`config.mk`:
```
export PLATFORM = sky130hd
export DESIGN_NAME = t5_norm_shift
export DESIGN_NICKNAME = d
export VERILOG_FILES = /design/src/rtl/t5_norm_shift_pkg.sv /design/src/rtl/t5_norm_shift_lshift.sv /design/src/rtl/t5_norm_shift.sv
export SDC_FILE = /design/constraint.sdc
export NUM_CORES = 1
export LEC_CHECK = 0
export BUFFER_PORTS_ARGS = -buffer_cell sky130_fd_sc_hd__buf_2
export CAP_MARGIN = 5
export CORE_AREA = 2 2 169 171
export CTS_BUF_LIST = sky130_fd_sc_hd__clkbuf_16
export CTS_CLUSTER_DIAMETER = 200
export DETAILED_ROUTE_END_ITERATION = 8
export DIE_AREA = 0 0 171 173
export PLACE_DENSITY = 0.76
export RECOVER_POWER = 25
export SLEW_MARGIN = 40
export SYNTH_ARGS = -nofsm -noshare
export SYNTH_HDL_FRONTEND = slang
export SYNTH_SLANG_ARGS = --single-unit
```
`constraint.sdc`:
```
create_clock -name clk -period 3.9 [get_ports clk]
set_clock_uncertainty 0.2 [all_clocks]
set_input_delay 0.195 -clock clk [delete_from_list [all_inputs] [get_ports clk]]
set_output_delay 0.195 -clock clk [all_outputs]
set_load 0.05 [all_outputs]
```
`src/rtl/t5_norm_shift_pkg.sv`:
```
// Shared widths and types for the two-stage normalising left shifter.
package t5_norm_shift_pkg;

    localparam int unsigned NORM_W  = 74;
    localparam int unsigned NORM_SW = 10;

    // Revision flags travelling with each data set.
    typedef struct packed {
        logic force_zero;
        logic lza_fix;
    } revi_t;

endpackage

```
`src/rtl/t5_norm_shift_lshift.sv`:
```
// Combinational W-bit logical left shifter; shifts of W or more yield zero.
module norm_lshift
    import t5_norm_shift_pkg::*;
#(
    parameter int unsigned W  = NORM_W,
    parameter int unsigned SW = NORM_SW
) (
    input  logic [W-1:0]  din,
    input  logic [SW-1:0] amt,
    output logic [W-1:0]  dout
);

    assign dout = din << amt;

endmodule

```
`src/rtl/t5_norm_shift.sv`:
```
// Two-stage normaliser: coarse byte shift, then fine shift plus optional one-bit
// LZA correction, with valid/ready flow control and full throughput.
module t5_norm_shift
    import t5_norm_shift_pkg::*;
#(
    parameter int unsigned W  = NORM_W,
    parameter int unsigned SW = NORM_SW
) (
    input  logic          clk,
    input  logic          rstn,
    input  logic          in_valid,
    output logic          in_ready,
    input  logic [SW-1:0] sh_num,
    input  logic [1:0]    esh,
    input  logic [W-1:0]  p_reg,
    input  logic [1:0]    revi,
    output logic          out_valid,
    input  logic          out_ready,
    output logic [W-1:0]  norm,
    output logic [SW-1:0] sh_tot,
    output logic [1:0]    esh_o,
    output logic          zero
);

    localparam logic [SW-1:0] W_SH = SW'(W);

    logic          s1_valid;
    logic [W-1:0]  s1_data;
    logic [2:0]    s1_fine;
    logic [SW-1:0] s1_sh;
    logic          s1_over;
    logic [1:0]    s1_esh;
    revi_t         s1_revi;

    logic          load2;
    logic          over_in;
    logic [SW-1:0] sh_clamp;
    logic [SW-1:0] coarse_amt;
    logic [SW-1:0] fine_amt;
    logic [W-1:0]  coarse_data;
    logic [W-1:0]  fine_data;
    logic          corr;
    logic [W-1:0]  norm_next;
    logic [SW-1:0] tot_next;

    assign load2    = !out_valid || out_ready;
    assign in_ready = !s1_valid || load2;

    // Clamping to W keeps the coarse+fine split exact: 72 + 2 clears all bits.
    assign over_in    = sh_num >= W_SH;
    assign sh_clamp   = over_in ? W_SH : sh_num;
    assign coarse_amt = {sh_clamp[SW-1:3], 3'b000};
    assign fine_amt   = {{(SW-3){1'b0}}, s1_fine};

    norm_lshift #(.W(W), .SW(SW)) u_coarse (
        .din  (p_reg),
        .amt  (coarse_amt),
        .dout (coarse_data)
    );

    norm_lshift #(.W(W), .SW(SW)) u_fine (
        .din  (s1_data),
        .amt  (fine_amt),
        .dout (fine_data)
    );

    always_comb begin
        corr      = s1_revi.lza_fix && !s1_over && !fine_data[W-1];
        norm_next = corr ? {fine_data[W-2:0], 1'b0} : fine_data;
        tot_next  = s1_sh + {{(SW-1){1'b0}}, corr};
        if (s1_revi.force_zero) begin
            norm_next = '0;
            tot_next  = '0;
        end
    end

    always_ff @(posedge clk or negedge rstn) begin
        if (!rstn) begin
            s1_valid <= 1'b0;
            s1_data  <= '0;
            s1_fine  <= '0;
            s1_sh    <= '0;
            s1_over  <= 1'b0;
            s1_esh   <= '0;
            s1_revi  <= '0;
        end else if (in_ready) begin
            s1_valid <= in_valid;
            if (in_valid) begin
                s1_data <= coarse_data;
                s1_fine <= sh_clamp[2:0];
                s1_sh   <= sh_clamp;
                s1_over <= over_in;
                s1_esh  <= esh;
                s1_revi <= revi_t'(revi);
            end
        end
    end

    always_ff @(posedge clk or negedge rstn) begin
        if (!rstn) begin
            out_valid <= 1'b0;
            norm      <= '0;
            sh_tot    <= '0;
            esh_o     <= '0;
            zero      <= 1'b0;
        end else if (load2) begin
            out_valid <= s1_valid;
            if (s1_valid) begin
                norm   <= norm_next;
                sh_tot <= tot_next;
                esh_o  <= s1_esh;
                zero   <= (norm_next == '0);
            end
        end
    end

endmodule

```
* Word-level counts from Yosys, hierarchy flattened
Cells that the tools add are included.
** Word-level totals
- Flip-flop bits (word level) :: 181
- Output and inout bits :: 89
- Logic and storage cells :: 32
** Operators by class
- Add/sub/neg operators :: 1
- Magnitude comparators :: 1
- Shift operators :: 2
- Multiplexer cells :: 4
- Reduce and logical (&&, ||, !) cells :: 11
** Operator list (number)
- 74-bit two-way mux :: 2
- 74-bit zero test :: 1
- 74-bit by 10-bit left shift with 74-bit output :: 1
- 74-bit by 3-bit left shift with 74-bit output :: 1
- 10-bit two-way mux :: 2
- 10-bit by 1-bit adder with 10-bit output :: 1
- 10-bit by 7-bit >= comparator with 1-bit output, second input constant :: 1
- 1-bit zero test :: 4
- 2-bit AND reduction :: 2
- 1-bit logical AND :: 2
- 1-bit logical OR :: 2

* Depth between registers and ports, before layout
- Depth after elaboration :: 6
- Depth in mapped cells :: 13
- Mapped depth without buffers :: 10

* Modules after synthesis
A second synthesis with hierarchy kept.
** Unflattened totals
- Cells, all modules :: 2056
- Area total of the unflattened synthesis :: 17247.8 um2
** Modules (own cells, without submodules)
- norm_lshift :: instances 2, cells each 623, area each 4785.8 um2, seq. area each 0.0 um2
- t5_norm_shift :: instances 1, cells each 810, area each 7676.1 um2, seq. area each 4454.3 um2

* Worst setup path before layout
OpenSTA, ideal clock, no wires.
- Kind :: reg-to-reg
- Start point :: register s1_fine[0]
- End point :: register sh_tot[8]
- Setup time :: 0.133 ns
- Arrival :: 2.811 ns
- Data required time :: 3.567 ns
- Path slack :: 0.756 ns
- Cell stages (with the launch flop) :: 14
- Cells stage by stage :: dfrtp_1 -> buf_6 -> mux2i_1 -> mux4_2 -> nand2_1 -> inv_1 -> clkbuf_1 -> buf_1 -> ha_1 -> ha_1 -> nand3_1 -> nor3_1 -> xnor2_1 -> o21ai_0
** On the way
- Longest elaborated chain between the ends :: 5
** RTL lines
- from (decl) :: line t5_norm_shift.sv:29 : logic [2:0] s1_fine;
- from (signal assigned) :: line t5_norm_shift.sv:90 : s1_fine <= sh_clamp[2:0];
- 74-bit by 3-bit left shift with 74-bit output :: line t5_norm_shift_lshift.sv:13 : assign dout = din << amt;
- 1-bit zero test :: line t5_norm_shift.sv:68 : corr = s1_revi.lza_fix && !s1_over && !fine_data[W-1];
- 1-bit logical AND :: line t5_norm_shift.sv:68
- 10-bit by 1-bit adder with 10-bit output :: line t5_norm_shift.sv:70 : tot_next = s1_sh + {{(SW-1){1'b0}}, corr};
- 10-bit two-way mux :: line t5_norm_shift.sv:71 : if (s1_revi.force_zero) begin
- to (signal assigned) :: line t5_norm_shift.sv:110 : sh_tot <= tot_next;
- to (decl) :: line t5_norm_shift.sv:20 : output logic [SW-1:0] sh_tot,
Every way passes these cells.
A chain may end at the register's enable or synchronous reset.

* Final worst setup path
- Start point :: register s1_fine[0]
- End point :: register zero
** On the way
- Longest elaborated chain between the ends :: 6
** RTL lines
- 74-bit by 3-bit left shift with 74-bit output (*) :: line t5_norm_shift_lshift.sv:13
- 1-bit zero test :: line t5_norm_shift.sv:68
- 1-bit logical AND :: line t5_norm_shift.sv:68
- 74-bit two-way mux (*) :: line t5_norm_shift.sv:69 : norm_next = corr ? {fine_data[W-2:0], 1'b0} : fine_data;
- 74-bit two-way mux (*) :: line t5_norm_shift.sv:71
- 74-bit zero test (*) :: line t5_norm_shift.sv:112 : zero <= (norm_next == '0);
- to (signal assigned) :: line t5_norm_shift.sv:112
- to (decl) :: line t5_norm_shift.sv:22 : output logic zero
Mark *: on every way between the ends. The rest lies on a longest branch, timed or not.

==> results.py <==
metrics = {
    "setup_path": {
        "crit_path_top_delay_cell": "dfrtp_4",
        "crit_arrival_ns": 3.78,
        "cpPeakStageDelay_ns": 0.78,
        "critical_path_required_ns": 4.07,
        "crit_type": "register to register",
        "r2r_cells": 8,
        "endpoint_kind": "register",
        "startpoint": "s1_fine[0]$_DFFE_PN0P_",
        "path_max_fanout": 32,
        "r2r_slack_ns": 0.30,
        "r2r-start": "s1_fine[0]$_DFFE_PN0P_",
        "cp_cell_sequence": "buf_12 > mux2_2 > mux4_2 > nor3_1 > a211oi_1 > nor4_1 > nor4b_2 > a32o_1",
        "start_kind": "register",
        "rr_endpoint": "zero$_DFFE_PN0P_",
    },
    "placed_design": {
        "dp_hpwl_mm": 31.1,
        "placed_cells": 1678,
        "place_area_mm2": 0.0135,
        "io_buffers": 180,
        "gp_congestion": 0.975,
    },
    "drt": {
        "top_layer_used": "met4",
        "routedWlPerCell_um": 23.1,
        "ant_nets": 0,
        "vias": 10900,
        "wl_met3_mm": 3.56,
        "wl_mm": 40.1,
        "drt_pass1_iterations": 7,
        "drt_iter0_markers": 1431,
        "wl_met1_mm": 17.5,
        "drc": 0,
        "vias_per_cell": 6.31,
        "met2_length_mm": 17.7,
    },
    "floorplan": {
        "die_h_um": 173,
        "start_util": 0.446,
        "fp-row-count": 61,
        "fp.dieArea_mm2": 0.0296,
        "core_area_mm2": 0.0276,
        "fp.dieW_um": 171,
        "io_pins": 181,
    },
    "pwr": {
        "p_leak_nw": 6.10,
        "irDropWorstVdd_mv": 0.303,
        "power_mw": 5.11,
        "power_density_mw_per_mm2": 358,
    },
    "hold_path": {
        "min_path_type": "input port to register",
        "min-delay-start": "p_reg[53]",
        "hold_end": "s1_data[61]$_DFFE_PN0P_",
        "hold_depth": 5,
    },
    "clock_tree": {
        "clk-insertion-delay-late_ns": 0.44,
        "post_cts_buffers": 0,
        "post_cts_resized": 0,
        "htree_levels": 4,
        "clock_sinks": 178,
        "cts_buffer_depth": 2,
        "cts_tree": "built",
        "clockRootBuffer": "clkbuf_16",
        "path_clk_slew_ns": 0.06,
        "cts_buffers": 17,
    },
    "logic_synthesis": {
        "ys_seq_elements": 178,
        "synth.distinct_cells": 62,
        "synthArstFlopShare": 1.00,
        "synthTopCellsByArea": "dfrtp_1 36%, mux4_2 18%, mux2i_1 8.9%",
        "post_synth_inst_count": 1196,
        "yosysWarnings": 0,
        "synth_seq_area_share": 0.362,
        "avgSynthCellArea_um2": 10.3,
        "yosysTopAreaCell": "dfrtp_1",
        "yosysTopAreaCellShare": 0.362,
        "synth_area_mm2": 0.0123,
        "synthFlopType": "dfrtp_1",
        "synth-edff-count": 0,
        "synth.net_count": 1290,
    },
    "finish": {
        "fin_nets": 1438,
        "final_common_cell": "nand2_1",
        "most-common-layout-cells": "227 x nand2_1, 175 x dfrtp_1, 129 x buf_2",
        "layout.cells.non_filler": 1734,
        "fin_area_mm2": 0.0143,
        "antenna_cells": 0,
        "synthToLayoutAreaGrowth_pct": 15.9,
        "drive_above_1_share": 0.251,
    },
    "timing": {
        "max_slew_margin": -0.759,
        "worst_pin_slew_ns": 2.64,
        "tns_ns": 0,
        "finalSetupViolCount": 0,
        "finalMaxSlewViolations": 60,
        "finalCriticalPeriod_ns": 3.60,
        "grt_setup_unrepaired": "no",
        "hold_violations": 0,
        "fmax_ghz": 0.277,
        "finalCritPeriodShare": 0.924,
    },
    "global_route": {
        "grt_max_degree": 85,
        "grt_pass1_wl_mm": 61.5,
        "grt_usage": 0.270,
        "grt-ovfl-total": 0,
        "antenna_found_initial": 0,
        "grt_pass1_vias": 10300,
    },
    "run": {
        "maxCapViolations": 1,
    },
    "run_status": {
        "violations": "capacitance limit, slew limit",
        "outcome": "finished, violations left",
    },
}
[cell usage after synthesis (all sizes together) (27+ instances only)]
cell    number
a21oi       34
a22o        27
a32o        35
buf         40
clkbuf      70
dfrtp      178
mux2        36
mux2i      109
mux4        98
nand2      231
nor2        55
o21ai       88
[how the worst max path moves through the flow]
stage,cells after the start,to
after CTS,8,zero$_DFFE_PN0P_
after global routing,8,zero$_DFFE_PN0P_
final,8,zero$_DFFE_PN0P_
after detailed placement,8,zero$_DFFE_PN0P_
after global placement,8,zero$_DFFE_PN0P_
after floorplan,13,sh_tot[8]$_DFFE_PN0P_
[cell families (layout without fill, tap and decap cells)]
family	Yosys count	after routing	share of synthesized area
and+or+nand+nor	369	369	0.130
AOI/OAI and AO/OA	274	274	0.153
muxes	243	243	0.301
DFF	178	178	0.362
buffers and inverters	122	282	0.0466
xor gates and xnor gates	8	8	0.00569
adders and majority gates	2	2	0.00203
[final cells by class]
type,instances,area (µm²)
Sequential cell,178,4460
Inverter,12,45.0
Tap cell,378,473
Clock inverter,14,153
Timing Repair Buffer,239,1400
Fill cell,2529,13400
Multi-Input combinational cell,896,7320
Clock buffer,17,425
[worst max-delay path, delay by kind of cell (launching register included)]
family | cells | cell delay, ns
DFF | 1 | 0.78
AOI/OAI and AO/OA | 2 | 0.36
and+or+nand+nor | 3 | 0.98
buffers and inverters | 1 | 0.28
muxes | 2 | 0.92
[stage by stage]
step | hold WS, ns | utilization | setup slack (ns)
floorplan | -0.301 | - | 0.756
global placement | 0.00717 | 0.489 | 0.345
detailed placement | 0.00717 | 0.489 | 0.351
CTS | 0.0139 | 0.519 | 0.298
global route | 0.0601 | 0.517 | 0.0950
finish | 0.0238 | 0.517 | 0.295
[state kept, by name, summed over array words and instances, names as in the netlist]
signal / count
s1_over: 1
s1_revi: 2
s1_sh: 8
out_valid: 1
s1_esh: 2
esh_o: 2
norm: 74
sh_tot: 10
s1_valid: 1
zero: 1
s1_data: 74
s1_fine: 2
[power breakdown]
part | leakage (nW) | switching (mW) | internal (mW)
clock network | 0.285 | 0.712 | 0.991
registers | 2.42 | 0.115 | 1.96
logic | 3.40 | 0.906 | 0.424
[timing repair]
item,CTS,global route
hold buffers,25,0
hold endpoints to repair,89,0
endpoints found under the setup margin,0,0
[routing by layer]
| layer | GRT usage | vias to the layer above |
|---|---|---|
| met5 | 0 | - |
| met4 | 0.0971 | 0 |
| met3 | 0.0437 | 68 |
| met2 | 0.399 | 620 |
| met1 | 0.401 | 5432 |
| li1 | - | 4818 |
Power figures use the tool's default switching activity.
